<file path="config.mk">
export PLATFORM = sky130hd
export DESIGN_NAME = lock_key_loader_flat
export DESIGN_NICKNAME = d
export VERILOG_FILES = /design/src/rtl/lock_key_loader_if.sv /design/src/rtl/lock_key_loader.sv /design/src/flat_wrapper.sv
export SDC_FILE = /design/constraint.sdc
export NUM_CORES = 1
export LEC_CHECK = 0
export BUFFER_PORTS_ARGS = -buffer_cell sky130_fd_sc_hd__buf_2
export CORE_MARGIN = 2
export CORE_UTILIZATION = 55
export CTS_BUF_LIST = sky130_fd_sc_hd__clkbuf_4 sky130_fd_sc_hd__clkbuf_8 sky130_fd_sc_hd__clkbuf_16
export CTS_CLUSTER_DIAMETER = 200
export DETAILED_ROUTE_END_ITERATION = 12
export HOLD_SLACK_MARGIN = 0.15
export PLACE_DENSITY = 0.77
export SYNTH_ARGS = -nofsm -noshare
export SYNTH_HDL_FRONTEND = slang
export SYNTH_SLANG_ARGS = --single-unit
</file>
<file path="constraint.sdc">
create_clock -name clk -period 1.95 [get_ports clk]
set_input_delay 0.2925 -clock clk [delete_from_list [all_inputs] [get_ports clk]]
set_output_delay 0.2925 -clock clk [all_outputs]
set_load 0.02 [all_outputs]
</file>
<file path="src/rtl/lock_key_loader_if.sv">
// Key-delivery bus between the key source and lock_key_loader.
// The master drives the serial key and controls; the slave returns the applied key and status.
interface lock_key_loader_if #(
    parameter int KEY_W = 2
);
    logic             sdi;
    logic             sdi_vld;
    logic             par_in;
    logic             commit;
    logic             clear;
    logic [KEY_W-1:0] key_out;
    logic             key_valid;
    logic             busy;
    logic             err;
    logic             lockout;

    modport master (
        output sdi, sdi_vld, par_in, commit, clear,
        input  key_out, key_valid, busy, err, lockout
    );

    modport slave (
        input  sdi, sdi_vld, par_in, commit, clear,
        output key_out, key_valid, busy, err, lockout
    );
endinterface

</file>
<file path="src/rtl/lock_key_loader.sv">
// Serial key loader for the XOR-locked c17 netlist: shifts in the key, checks count and
// even parity, applies it on a valid commit, and locks out permanently after MAX_FAIL bad commits.
module lock_key_loader #(
    parameter int KEY_W    = 2,
    parameter int MAX_FAIL = 3
) (
    input  logic              clk,
    input  logic              rst,
    lock_key_loader_if.slave  bus
);
    localparam int             CW       = $clog2(KEY_W + 1);
    localparam logic [CW-1:0]  CNT_FULL = CW'(KEY_W);
    localparam logic [3:0]     FAIL_MAX = 4'(MAX_FAIL);

    typedef enum logic [2:0] {
        ST_IDLE    = 3'd0,
        ST_SHIFT   = 3'd1,
        ST_FULL    = 3'd2,
        ST_LOCKED  = 3'd3,
        ST_ERROR   = 3'd4,
        ST_LOCKOUT = 3'd5
    } state_t;

    state_t            state_q, state_d;
    logic [KEY_W-1:0]  shift_q, shift_d;
    logic [CW-1:0]     cnt_q, cnt_d;
    logic [3:0]        fail_q, fail_d;
    logic [KEY_W-1:0]  key_q, key_d;
    logic              key_valid_q, key_valid_d;
    logic              busy_q, busy_d;
    logic              err_q, err_d;
    logic              lockout_q, lockout_d;
    logic              fail_commit_s;
    logic [3:0]        fail_inc_s;

    function automatic logic key_parity(input logic [KEY_W-1:0] v);
        return ^v;
    endfunction

    // Next-state logic; branch order encodes the priority LOCKOUT > clear > commit > sdi_vld.
    always_comb begin
        state_d       = state_q;
        shift_d       = shift_q;
        cnt_d         = cnt_q;
        fail_d        = fail_q;
        key_d         = key_q;
        key_valid_d   = key_valid_q;
        fail_commit_s = 1'b0;
        fail_inc_s    = (fail_q == 4'hF) ? 4'hF : fail_q + 4'd1;

        if (state_q == ST_LOCKOUT) begin
            key_d       = '0;
            key_valid_d = 1'b0;
        end else if (bus.clear) begin
            state_d     = ST_IDLE;
            shift_d     = '0;
            cnt_d       = '0;
            key_d       = '0;
            key_valid_d = 1'b0;
        end else if (bus.commit) begin
            // A commit in the same cycle as sdi_vld wins; the serial bit is dropped.
            case (state_q)
                ST_IDLE, ST_SHIFT: fail_commit_s = 1'b1;
                ST_FULL: begin
                    if (key_parity(shift_q) == bus.par_in) begin
                        state_d     = ST_LOCKED;
                        key_d       = shift_q;
                        key_valid_d = 1'b1;
                    end else begin
                        fail_commit_s = 1'b1;
                    end
                end
                default: begin
                    state_d = state_q;
                end
            endcase
        end else if (bus.sdi_vld) begin
            case (state_q)
                ST_IDLE, ST_SHIFT: begin
                    shift_d = shift_q | (KEY_W'(bus.sdi) << cnt_q);
                    cnt_d   = cnt_q + CW'(1);
                    state_d = (cnt_d == CNT_FULL) ? ST_FULL : ST_SHIFT;
                end
                ST_FULL: state_d = ST_ERROR;
                default: begin
                    state_d = state_q;
                end
            endcase
        end else begin
            state_d = state_q;
        end

        if (fail_commit_s) begin
            fail_d  = fail_inc_s;
            state_d = (fail_inc_s == FAIL_MAX) ? ST_LOCKOUT : ST_ERROR;
        end else begin
            fail_d = fail_d;
        end

        busy_d    = (state_d == ST_SHIFT) || (state_d == ST_FULL);
        err_d     = (state_d == ST_ERROR) || (state_d == ST_LOCKOUT);
        lockout_d = (state_d == ST_LOCKOUT);
    end

    // State and registered outputs; rst zeroizes everything immediately.
    always_ff @(posedge clk or posedge rst) begin
        if (rst) begin
            state_q     <= ST_IDLE;
            shift_q     <= '0;
            cnt_q       <= '0;
            fail_q      <= 4'd0;
            key_q       <= '0;
            key_valid_q <= 1'b0;
            busy_q      <= 1'b0;
            err_q       <= 1'b0;
            lockout_q   <= 1'b0;
        end else begin
            state_q     <= state_d;
            shift_q     <= shift_d;
            cnt_q       <= cnt_d;
            fail_q      <= fail_d;
            key_q       <= key_d;
            key_valid_q <= key_valid_d;
            busy_q      <= busy_d;
            err_q       <= err_d;
            lockout_q   <= lockout_d;
        end
    end

    assign bus.key_out   = key_q;
    assign bus.key_valid = key_valid_q;
    assign bus.busy      = busy_q;
    assign bus.err       = err_q;
    assign bus.lockout   = lockout_q;
endmodule

</file>
<file path="src/flat_wrapper.sv">
// flat-port wrapper written by rule: the top's interface ports become plain ports
module lock_key_loader_flat 
#(
    parameter int KEY_W    = 2,
    parameter int MAX_FAIL = 3
)
  (clk, rst, bus_sdi, bus_sdi_vld, bus_par_in, bus_commit, bus_clear, bus_key_out, bus_key_valid, bus_busy, bus_err, bus_lockout);
  lock_key_loader_if #(.KEY_W(KEY_W)) bus_i ();
  input  logic clk;
  input  logic rst;
  input wire logic [$bits(bus_i.sdi)-1:0] bus_sdi;
  input wire logic [$bits(bus_i.sdi_vld)-1:0] bus_sdi_vld;
  input wire logic [$bits(bus_i.par_in)-1:0] bus_par_in;
  input wire logic [$bits(bus_i.commit)-1:0] bus_commit;
  input wire logic [$bits(bus_i.clear)-1:0] bus_clear;
  output wire logic [$bits(bus_i.key_out)-1:0] bus_key_out;
  output wire logic [$bits(bus_i.key_valid)-1:0] bus_key_valid;
  output wire logic [$bits(bus_i.busy)-1:0] bus_busy;
  output wire logic [$bits(bus_i.err)-1:0] bus_err;
  output wire logic [$bits(bus_i.lockout)-1:0] bus_lockout;
  assign bus_i.sdi = bus_sdi;
  assign bus_i.sdi_vld = bus_sdi_vld;
  assign bus_i.par_in = bus_par_in;
  assign bus_i.commit = bus_commit;
  assign bus_i.clear = bus_clear;
  assign bus_key_out = bus_i.key_out;
  assign bus_key_valid = bus_i.key_valid;
  assign bus_busy = bus_i.busy;
  assign bus_err = bus_i.err;
  assign bus_lockout = bus_i.lockout;
  lock_key_loader #(.KEY_W(KEY_W), .MAX_FAIL(MAX_FAIL)) u_core (.clk(clk), .rst(rst), .bus(bus_i));
endmodule
</file>
Word-level counts from Yosys, hierarchy flattened
Cells that the tools add are included.
- mux-type cells: 34
- add/subtract/negate cells: 2
- reduce and logical (&&, ||, !) cells: 12
- eq/ne operators: 12
- shift operators: 1
- bitwise logic cells: 2
- operators with widths (cell ; number):
    2-bit 2-to-1 mux ; 14
    3-bit 2-to-1 mux ; 7
    1-bit 2-to-1 mux ; 10
    3-bit equality test, second input constant ; 3
    3-bit nonzero test ; 3
    3-bit by 1-bit equality test with 1-bit output, second input constant ; 2
    3-bit by 2-bit equality test with 1-bit output, second input constant ; 2
    3-bit one-hot mux with 2 select lines ; 1
    4-bit by 1-bit adder with 4-bit output, second input constant ; 1
    4-bit by 2-bit equality test with 1-bit output, second input constant ; 1
    4-bit equality test, second input constant ; 1
    4-bit 2-to-1 mux ; 1
    4-bit AND reduction ; 1
    2-bit nonzero test ; 2
    3-bit logical NOT ; 1
    3-bit AND reduction ; 1
    2-bit by 1-bit adder with 2-bit output, second input constant ; 1
    2-bit equality test, second input constant ; 1
    1-bit logical OR ; 2
    2-bit by 1-bit inequality test with 1-bit output, second input constant ; 1
    2-bit OR ; 1
    1-bit one-hot mux with 2 select lines ; 1
    2-bit OR reduction ; 1
    2-bit parity ; 1
    3 further kinds ; 3
- flip-flop bits (word level): 17
- input port bits: 7
- output and inout bits: 6
- logic and storage cells: 72

Longest topological paths before layout
Gate-level depths: netlist of the first run.
- word-level depth: 11
- gate-level depth with buffers: 5
- mapped depth without buffers: 5

Least setup slack after synthesis of the first run
OpenSTA, ideal clock, no wires.
- path kind: register to register
- from: register u_core.state_q[1]
- to: register u_core.busy_q, in the netlist u_core.bus.busy
- arrival: 1663 ps
- clock period less this slack: 1737 ps
- path buffers: 1
- setup time: 73 ps
- cell stages (with the launch flop): 6
- path slack: 213 ps
- data required time: 1877 ps
- cell sequence: dfrtp_1 clkbuf_1 nor4b_4 a22oi_1 a2111o_1 a21oi_2
- word-level cells in the longest chain between the ends: 10
- elaborated cells on any way between the ends: 20
- classes of those cells: eq/ne: 5; mux: 12; reduce/logical: 3
- RTL lines (element ; RTL line ; source):
    start, declared ; lock_key_loader.sv:24 ; state_t state_q, state_d;
    start signal, assigned ; lock_key_loader.sv:118 ; state_q <= state_d;
    3-bit by 1-bit equality test with 1-bit output or 3-bit logical NOT (tied branches) ; lock_key_loader.sv:62, lock_key_loader.sv:78 ;
    2-bit OR reduction ; lock_key_loader.sv:62, lock_key_loader.sv:78 ;
    3-bit one-hot mux with 2 select lines ; lock_key_loader.sv:78 ; case (state_q)
    3-bit 2-to-1 mux ; lock_key_loader.sv:77 ; end else if (bus.sdi_vld) begin
    3-bit 2-to-1 mux ; lock_key_loader.sv:60 ; end else if (bus.commit) begin
    3-bit 2-to-1 mux ; lock_key_loader.sv:54 ; end else if (bus.clear) begin
    3-bit 2-to-1 mux ; lock_key_loader.sv:51 ; if (state_q == ST_LOCKOUT) begin
    3-bit 2-to-1 mux (*) ; lock_key_loader.sv:93 ; if (fail_commit_s) begin
    3-bit by 1-bit equality test with 1-bit output or 3-bit by 2-bit equality test with 1-bit output (tied branches) ; lock_key_loader.sv:100 ; busy_d = (state_d == ST_SHIFT) || (state_d == ST_FULL);
    1-bit logical OR (*) ; lock_key_loader.sv:100 ;
    via u_core.busy_d ; lock_key_loader.sv:30 ; logic busy_q, busy_d;
    end signal, assigned ; lock_key_loader.sv:124 ; busy_q <= busy_d;
    end, declared ; lock_key_loader.sv:30 ;
The timed path passes the listed nets; every way through them passes the cells marked *.
A chain may end at the register's enable or synchronous reset.

Worst setup path in the final report of the first run
- from: register u_core.shift_q[1]
- to: register u_core.state_q[0]
- word-level cells in the longest chain between the ends: 8
- elaborated cells on any way between the ends: 13
- classes of those cells: eq/ne: 1; mux: 11; reduce/logical: 1
- RTL lines (element ; RTL line ; source):
    start, declared ; lock_key_loader.sv:25 ; logic [KEY_W-1:0] shift_q, shift_d;
    start signal, assigned ; lock_key_loader.sv:119 ; shift_q <= shift_d;
    2-bit parity (*) ; lock_key_loader.sv:37 ; return ^v;
    1-bit equality test (*) ; lock_key_loader.sv:65 ; if (key_parity(shift_q) == bus.par_in) begin
    1-bit 2-to-1 mux or 3-bit 2-to-1 mux (tied branches) ; lock_key_loader.sv:65 ;
    1-bit one-hot mux with 2 select lines or 3-bit 2-to-1 mux (tied branches) ; lock_key_loader.sv:62 ; case (state_q)
    1-bit 2-to-1 mux or 3-bit 2-to-1 mux (tied branches) ; lock_key_loader.sv:60 ;
    1-bit 2-to-1 mux or 3-bit 2-to-1 mux (tied branches) ; lock_key_loader.sv:54 ;
    1-bit 2-to-1 mux or 3-bit 2-to-1 mux (tied branches) ; lock_key_loader.sv:51 ;
    3-bit 2-to-1 mux (*) ; lock_key_loader.sv:93 ;
    via u_core.state_d[0] ; lock_key_loader.sv:24 ;
Marked as above.

==> flow_metrics.tcl, run 1 <==
set metrics [dict create \
    instances_no_fill 123 \
    ant_nets 0 \
    dp.final_hpwl_um 1500 \
    ir_drop_v 0.000322 \
    async_flop_share_pct 100 \
    antenna_found_initial 0 \
    htreeDepth 1 \
    synthFlopType "dfrtp_1" \
    routed_wl_um 2030 \
    clkTransAtPathRegs_ns 0.10 \
    ys_seq_area_share_pct 44.4 \
    finalPower_mw 0.600 \
    period_needed_ns 1.82 \
    cts_made_buffers 3 \
    slew_violations 0 \
    vias_per_cell 6.28 \
    synth-simple-area-share_pct 15.4 \
    grt_first_pass_wirelength_um 3270 \
    critPathArrivalTime_ns 2.02 \
    synth_edf_count 0 \
    hold_path_class "primary input to register" \
    gr-total-overflow 0 \
    yosys.area_share.xor_xnor_pct 6.14 \
    fin_ws_ns 0.130 \
    diodes 0 \
    synth_area_leaders "dfrtp_1 (44%), inv_1 (3.5%), mux2i_1 (3.1%)" \
    grt_max_degree 18 \
    clk_latency_ns 0.30 \
    critPathMaxFanout 4 \
    dp_cells 117 \
    max_slew_margin_pct 57.0 \
    drc_errors 0 \
    ys_ff_latch 17 \
    max_slew.worst_pin.slew_ns 0.644 \
    drtIter0Drc 12 \
    synth_compound_area_share_pct 21.9 \
    yosysWarnings 0 \
    skew_ns 0.00481 \
    start_kind "register" \
    synth_top_family_by_area "compound AO/OA/AOI/OAI gates" \
    fill_cells 141 \
    yosysUniqueCellTypes 40 \
    drive_gt1_share_pct 22.6 \
    p_sw_share_pct 23.1 \
    p_leak_nw 0.499 \
    crit_required_ns 2.15 \
    synth_adder_area_share_pct 2.61 \
    synth_area_per_cell_um2 10.6 \
    die_h_um 45.7 \
    coreArea_mm2 0.00169 \
    syn_to_final_growth_pct 12.5 \
    drtPass1Iterations 4 \
    post-place-ws_ns 0.121 \
    timing_worst_setup_path_type "register to register" \
    io_buffers 12 \
    die_w_um 45.7 \
    clockPowerShare_pct 34.5 \
    p_int_mw 0.461 \
    fin_nets 116 \
    worst_setup_path_end_kind "register" \
    outcome "finished clean" \
    grt_util_all_layers_pct 22.6 \
    die_area_mm2 0.00209 \
    start_util_pct 56.7 \
    synth.area.mux_share_pct 4.31 \
    setup_viol 0 \
    synthesis.nets 99 \
    p_sw_mw 0.139 \
    grt_setup_unrepaired "no" \
    num_vias 772 \
    synth_cells 90 \
    cts_num_sinks 17 \
    cts_buffer_depth 2 \
    power.density_mw_per_mm2 556 \
    num_rows 15 \
    p_seq_share_pct 59.3 \
    max_cap_violations 0 \
    cts_resized 0 \
    grt_pass1_vias 708 \
    power.share.combinational_pct 6.2 \
    io_pins 13 \
    fin_crit_sh_pct 93.4 \
    final_core_util_pct 63.9 \
    hold_viol_final 0 \
    routedWlPerCell_um 16.5 \
    gp_congestion 0.817 \
    fmax_ghz 0.549 \
    root_buffer "clkbuf_4" \
    tritoncts "yes" \
    synth.top_cell.area_share_pct 44.4 \
    synth_area_leader_cell "dfrtp_1" \
    syn_area_um2 958 \
    setup_tns_ns 0 \
]
power groups by stage:
stage | Sequential (mW) | Clock [mW] | Combinational (mW)
detailed placement | 0.363 | 0 | 0.0360
CTS | 0.356 | 0.205 | 0.0376
global placement | 0.363 | 0 | 0.0341
floorplan | 0.362 | 0 | 0.0205
finish | 0.356 | 0.207 | 0.0370
global route | 0.356 | 0.223 | 0.0418
final cells by class:
type,instances,area (µm²),share of cell area [%]
well taps,17,21.3,1.97
flip-flops and latches,17,425,39.4
inverters,9,33.8,3.13
multi-input cells,61,483,44.8
repair buffers,15,85.1,7.89
clock buffers,4,30.0,2.78
stage by stage:
step           area (µm²)  hold WS, ns
4_1_cts              1070        0.345
5_1_grt              1080        0.359
3_5_place_dp         1030        0.417
3_3_place_gp         1030        0.401
2_1_floorplan         958        0.219
6_report             1080        0.333
routing by layer:
metal  track usage, %  vias up  part of all wire, %  wire length (µm)
met1             26.6      379                   43               862
met3             3.57        5                  2.8                57
li1                 -      373                    -                 -
met2             40.0       15                   53              1070
met4             10.3        0                  2.0                41
met5                0        -                    0                 0
timing repair:
action                                  CTS  global route
hold buffers                              1             0
buffers inserted                          0             1
endpoints found under the setup margin    0             1
endpoints found under the hold margin    17             0
state kept, by name, indices dropped and copies added (netlist names):
| name | cells |
|---|---|
| u_core.state_q | 3 |
| u_core.shift_q | 2 |
| u_core.bus.key_valid | 1 |
| u_core.cnt_q | 2 |
| u_core.bus.err | 1 |
| u_core.bus.lockout | 1 |
| u_core.bus.busy | 1 |
| u_core.bus.key_out | 2 |
| u_core.fail_q | 4 |
layout by cell type (no fill, tap or decap), types with 2 or more instances in the layout:
master	Yosys	routed
a41oi_1	3	3
inv_1	9	9
dfrtp_1	17	17
a211oi_1	2	2
buf_4	1	2
nor2_1	3	3
nand3_1	4	4
buf_2	1	12
o21ai_0	2	2
ha_1	2	2
a21oi_1	4	4
a22oi_1	2	2
clkbuf_4	0	4
mux2i_1	3	3
nor2b_1	3	3
nor3_1	4	4
o22ai_1	2	2
a31oi_1	2	2
nand2_1	4	4
logic make-up after synthesis:
| logic type | Yosys count |
|---|---|
| mux | 4 |
| xor+xnor | 3 |
| flops | 17 |
| fa+ha+maj | 2 |
| compound gates | 28 |
| simple gates | 24 |
| buf+inv | 12 |
worst paths after layout:
kind | start | to | slack (ns) | cells after the start
setup / recovery | u_core.shift_q[1]$_DFFE_PP0P_ | u_core.state_q[0]$_DFF_PP0_ | 0.13 | 4
hold / removal | bus_sdi | u_core.shift_q[0]$_DFFE_PP0P_ | 0.33 | 3
setup reg to reg | u_core.shift_q[1]$_DFFE_PP0P_ | u_core.state_q[0]$_DFF_PP0_ | 0.13 | 4
hold reg to reg | u_core.bus.key_valid$_DFFE_PP0P_ | u_core.bus.key_valid$_DFFE_PP0P_ | 0.53 | 2
max in group asynchronous | rst | u_core.state_q[1]$_DFF_PP0_ | 0.91 | 3
min in group asynchronous | rst | u_core.fail_q[0]$_DFFE_PP0N_ | 0.62 | 3
worst max-delay path: stages, from the launching register on:
cell and delay (ns):
dfrtp_1 0.42, xor3_4 0.54, a22oi_1 0.35, o31ai_1 0.17, a41o_2 0.24
cell usage after synthesis (all sizes together), types with 2 or more instances:
cell and instances:
a41oi 3, a31oi 2, dfrtp 17, a211oi 2, nor3 4, nand3 4
ha 2, o21ai 2, a22oi 2, mux2i 3, inv 9, o22ai 2
nor2b 3, buf 2, a21oi 5, nor2 3, nand2 4
(Power assumes the default switching activity.)
==> run 2: changes to the inputs <==
Settings changed: CORE_UTILIZATION 55 to 58, CTS_BUF_LIST sky130_fd_sc_hd__clkbuf_4 sky130_fd_sc_hd__clkbuf_8 sky130_fd_sc_hd__clkbuf_16 to sky130_fd_sc_hd__clkbuf_4 sky130_fd_sc_hd__clkbuf_8, PLACE_DENSITY 0.77 to 0.8.
==> flow_metrics.tcl, run 2 (synthesized netlist as in run 1, its figures left out) <==
set metrics [dict create \
    critPathMaxFanout 4 \
    skew_ns 0.00654 \
    fill_cells 109 \
    instances_no_fill 122 \
    routed_wl_um 1880 \
    ff2ff_path_depth 4 \
    top_regs "u_core.fail_q (4), u_core.state_q (3)" \
    grt_setup_unrepaired "no" \
    num_rows 14 \
    regToRegStartpoint "u_core.shift_q[1]$_DFFE_PP0P_" \
    gp_congestion 0.901 \
    hold_path_class "primary input to register" \
    start_kind "register" \
    start_util_pct 62.9 \
    die_area_mm2 0.00199 \
    cts_buffer_depth 2 \
    critPathArrivalTime_ns 1.98 \
    grt_max_degree 18 \
    syn_to_final_growth_pct 12.1 \
    die_w_um 44.7 \
    setup_tns_ns 0 \
    max_slew.worst_pin.slew_ns 0.636 \
    holdPathEnd "u_core.shift_q[1]$_DFFE_PP0P_" \
    p_leak_nw 0.499 \
    regMostFlops "u_core.fail_q" \
    tritoncts "yes" \
    slew_violations 0 \
    grt_first_pass_wirelength_um 3350 \
    layout_commonest_cell "dfrtp_1" \
    crit_required_ns 2.13 \
    wl_met3_um 120 \
    seq_area_um2 425 \
    max_cap_violations 0 \
    clk_latency_ns 0.29 \
    routedWlPerCell_um 15.4 \
    worstHoldPathCells 3 \
    num_vias 777 \
    startpoint "u_core.shift_q[1]$_DFFE_PP0P_" \
    largest_reg_flops 4 \
    dp.final_hpwl_um 1380 \
    max_slew_margin_pct 57.6 \
    period_needed_ns 1.80 \
    diodes 0 \
    reg2reg_to "u_core.state_q[0]$_DFF_PP0_" \
    dp_cells 116 \
    cts_made_buffers 3 \
    setup_viol 0 \
    fin_nets 116 \
    whs_ns 0.364 \
    worst_setup_path_end_kind "register" \
    ir_drop_v 0.000324 \
    antenna_found_initial 0 \
    timing_worst_setup_path_type "register to register" \
    final_cell_mix "dfrtp_1 (17), buf_2 (12), inv_1 (9)" \
    power.density_mw_per_mm2 544 \
    gr-total-overflow 0 \
    ff2ff_setup_slack_ns 0.15 \
    fin_crit_sh_pct 92.2 \
    io_pins 13 \
    hold_viol_final 0 \
    clkTransAtPathRegs_ns 0.11 \
    drtPass1Iterations 5 \
    final_core_util_pct 70.5 \
    io_buffers 12 \
    grt_util_all_layers_pct 23.9 \
    vias_per_cell 6.37 \
    drc_errors 0 \
    grt_pass1_vias 765 \
    root_buffer "clkbuf_4" \
    fmax_ghz 0.556 \
    coreArea_mm2 0.00152 \
    top_layer "met4" \
    die_h_um 44.7 \
    htreeDepth 1 \
    cts_num_sinks 17 \
    wl_met1_um 843 \
    ant_nets 0 \
    hold_start "bus_sdi" \
    drive_gt1_share_pct 22.6 \
    multi_input_area_um2 483 \
    wl_met2_um 906 \
    outcome "finished clean" \
    drtIter0Drc 18 \
]
[run 2: cell count changes in the layout (fill, tap and decap cells not counted)]
cell / before / now
clkbuf_4: 4 / 3
clkinv_2: 0 / 1
[run 2: worst max path at each step]
stage | end | slack (ns) | depth (start not counted)
CTS | u_core.bus.busy$_DFF_PP0_ | 0.1 | 4
global route | u_core.state_q[0]$_DFF_PP0_ | 0.02 | 4
finish | u_core.state_q[0]$_DFF_PP0_ | 0.15 | 4
floorplan | u_core.bus.busy$_DFF_PP0_ | 0.21 | 5
global placement | u_core.state_q[0]$_DFF_PP0_ | 0.17 | 4
detailed placement | u_core.bus.busy$_DFF_PP0_ | 0.12 | 4
[run 2: what timing repair did]
| action | 4_1_cts | 5_1_grt |
|---|---|---|
| setup buffers | 0 | 1 |
| resized for setup | 0 | 0 |
| endpoints found under the setup margin | 0 | 1 |
| hold endpoints to repair | 17 | 0 |
| hold buffers | 1 | 0 |
[run 2: report_power, final]
part           internal [mW]  switching [mW]  total (mW)  leakage [nW]
sequential             0.354         0.00156       0.356         0.202
clock                 0.0762           0.116       0.192        0.0177
combinational         0.0133          0.0230      0.0363         0.279
[run 2: metal layers]
metal / vias up / GRT usage, %
li1: 374 / -
met1: 372 / 32.6
met2: 29 / 36.8
met3: 2 / 5.31
met4: 0 / 9.70
met5: - / 0
[run 2: layout make-up]
class | instances | share of cell area (%)
multi-input combinational | 61 | 44.9
inverter | 9 | 3.14
tap | 16 | 1.86
timing repair buffer | 15 | 7.92
clock inverter | 1 | 0.466
clock buffer | 3 | 2.10
sequential | 17 | 39.6
[run 2: stage by stage]
step	power, mW	setup WS [ns]	instance area, µm²
floorplan	0.383	0.213	958
global placement	0.397	0.172	1030
detailed placement	0.397	0.123	1030
CTS	0.587	0.0965	1070
global route	0.606	0.0191	1070
finish	0.584	0.152	1070
[run 2: critical path, stage by stage (launching register included)]
cell and delay, ns:
dfrtp_1 0.40, xor3_4 0.54, a22oi_1 0.34, o31ai_1 0.16, a41o_2 0.25
==> run 3: changes to the inputs <==
Settings changed: CORE_MARGIN 2 to unset.
==> flow_metrics.tcl, run 3 (synthesized netlist as in run 1, its figures left out) <==
set metrics [dict create \
    ant_nets 0 \
    ir_drop_v 0.000467 \
    setup_viol 0 \
    die_w_um 42.7 \
    grt_max_degree 18 \
    clkTransAtPathRegs_ns 0.09 \
    max_stage_delay_ns 0.52 \
    cts_made_buffers 3 \
    max_slew_margin_pct 57.2 \
    p_leak_nw 0.494 \
    power.density_mw_per_mm2 557 \
    wl_met3_um 100 \
    fill_cells 119 \
    htreeDepth 1 \
    antenna_found_initial 0 \
    largest_reg_flops 4 \
    cts_num_sinks 17 \
    slew_violations 0 \
    dp_cells 116 \
    syn_to_final_growth_pct 11.6 \
    io_buffers 12 \
    die_area_mm2 0.00182 \
    instances_no_fill 121 \
    grt_first_pass_wirelength_um 3480 \
    vias_per_cell 6.33 \
    clk_latency_ns 0.30 \
    drc_errors 0 \
    hold_viol_final 0 \
    regMostFlops "u_core.fail_q" \
    tritoncts "yes" \
    num_vias 766 \
    crit_family "compound AO/OA/AOI/OAI gates" \
    whs_ns 0.338 \
    ff2ff_setup_slack_ns 0.11 \
    start_kind "register" \
    wl_met2_um 931 \
    crit_required_ns 2.19 \
    drtPass1Iterations 4 \
    routed_wl_um 1960 \
    cts_buffer_depth 2 \
    cts_resized 0 \
    timing_worst_setup_path_type "register to register" \
    critPathMaxFanout 9 \
    cp_cell_sequence "nor4b_4 > a22oi_1 > a2111o_1 > a21oi_2" \
    die_h_um 42.7 \
    cp.buffers_inverters 0 \
    grt_setup_unrepaired "no" \
    fmax_ghz 0.544 \
    routedWlPerCell_um 16.2 \
    setup_tns_ns 0 \
    outcome "finished clean" \
    critPathArrivalTime_ns 2.08 \
    drtIter0Drc 42 \
    layout_commonest_cell "dfrtp_1" \
    period_needed_ns 1.84 \
    root_buffer "clkbuf_4" \
    critPathSlowestCell "nor4b_4" \
    top_layer "met4" \
    dp.final_hpwl_um 1420 \
    max_slew.worst_pin.slew_ns 0.641 \
    io_pins 13 \
    worst_setup_path_end_kind "register" \
    diodes 0 \
    gr-total-overflow 0 \
    num_rows 14 \
    wl_met1_um 884 \
    hold_path_class "primary input to register" \
    fin_nets 115 \
    max_cap_violations 0 \
    top_regs "u_core.fail_q (4), u_core.state_q (3)" \
    coreArea_mm2 0.00152 \
    drive_gt1_share_pct 21.9 \
    gp_congestion 0.922 \
    grt_pass1_vias 779 \
    grt_util_all_layers_pct 26.1 \
    skew_ns 0.00616 \
    start_util_pct 62.9 \
    final_cell_mix "dfrtp_1 (17), buf_2 (12), inv_1 (9)" \
    fin_crit_sh_pct 94.3 \
]
==> run 3: routing by layer <==
layer,track usage (%),vias up
li1,-,372
met1,34.9,367
met2,40.6,22
met3,4.26,5
met4,13.8,0
met5,0,-
==> run 3: stage by stage <==
stage | total power, mW | area, µm² | setup WS, ns | util, %
after floorplan | 0.383 | 958 | 0.213 | -
after global placement | 0.397 | 1030 | 0.164 | 67.6
after detailed placement | 0.398 | 1030 | 0.137 | 67.6
after CTS | 0.604 | 1070 | 0.118 | 70.2
after global routing | 0.614 | 1070 | 0.00100 | 70.2
final | 0.595 | 1070 | 0.111 | 70.2
==> run 3: worst min-delay path, delay by kind of cell <==
family                 cells  cell delay, ns
AOI/OAI and AO/OA          2            0.22
buffers and inverters      1            0.09
==> run 3: final cells by class <==
cell class / count / area [µm²] / area share (%)
Clock buffer: 4 / 30.0 / 2.81
Inverter: 9 / 33.8 / 3.16
Multi-Input combinational cell: 61 / 483 / 45.1
Sequential cell: 17 / 425 / 39.8
Tap cell: 16 / 20.0 / 1.87
Timing Repair Buffer: 14 / 77.6 / 7.25
==> run 3: path summary, 6_finish.rpt <==
check	startpoint	end	cells after the start
max	u_core.state_q[1]$_DFF_PP0_	u_core.bus.busy$_DFF_PP0_	4
min	bus_sdi	u_core.shift_q[1]$_DFFE_PP0P_	3
max reg2reg	u_core.state_q[1]$_DFF_PP0_	u_core.bus.busy$_DFF_PP0_	4
min reg2reg	u_core.bus.key_valid$_DFFE_PP0P_	u_core.bus.key_valid$_DFFE_PP0P_	2
max in group asynchronous	rst	u_core.fail_q[0]$_DFFE_PP0N_	3
min in group asynchronous	rst	u_core.shift_q[1]$_DFFE_PP0P_	3
==> run 3: repair_timing <==
item | CTS | global route
buffers inserted | 0 | 0
endpoints found under the hold margin | 17 | 0
setup endpoints to repair | 0 | 1
hold buffers | 1 | 0
==> run 3: where the power goes <==
part | internal (mW) | switching, mW
clock | 0.0938 | 0.109
sequential | 0.354 | 0.00152
combinational | 0.0133 | 0.0236
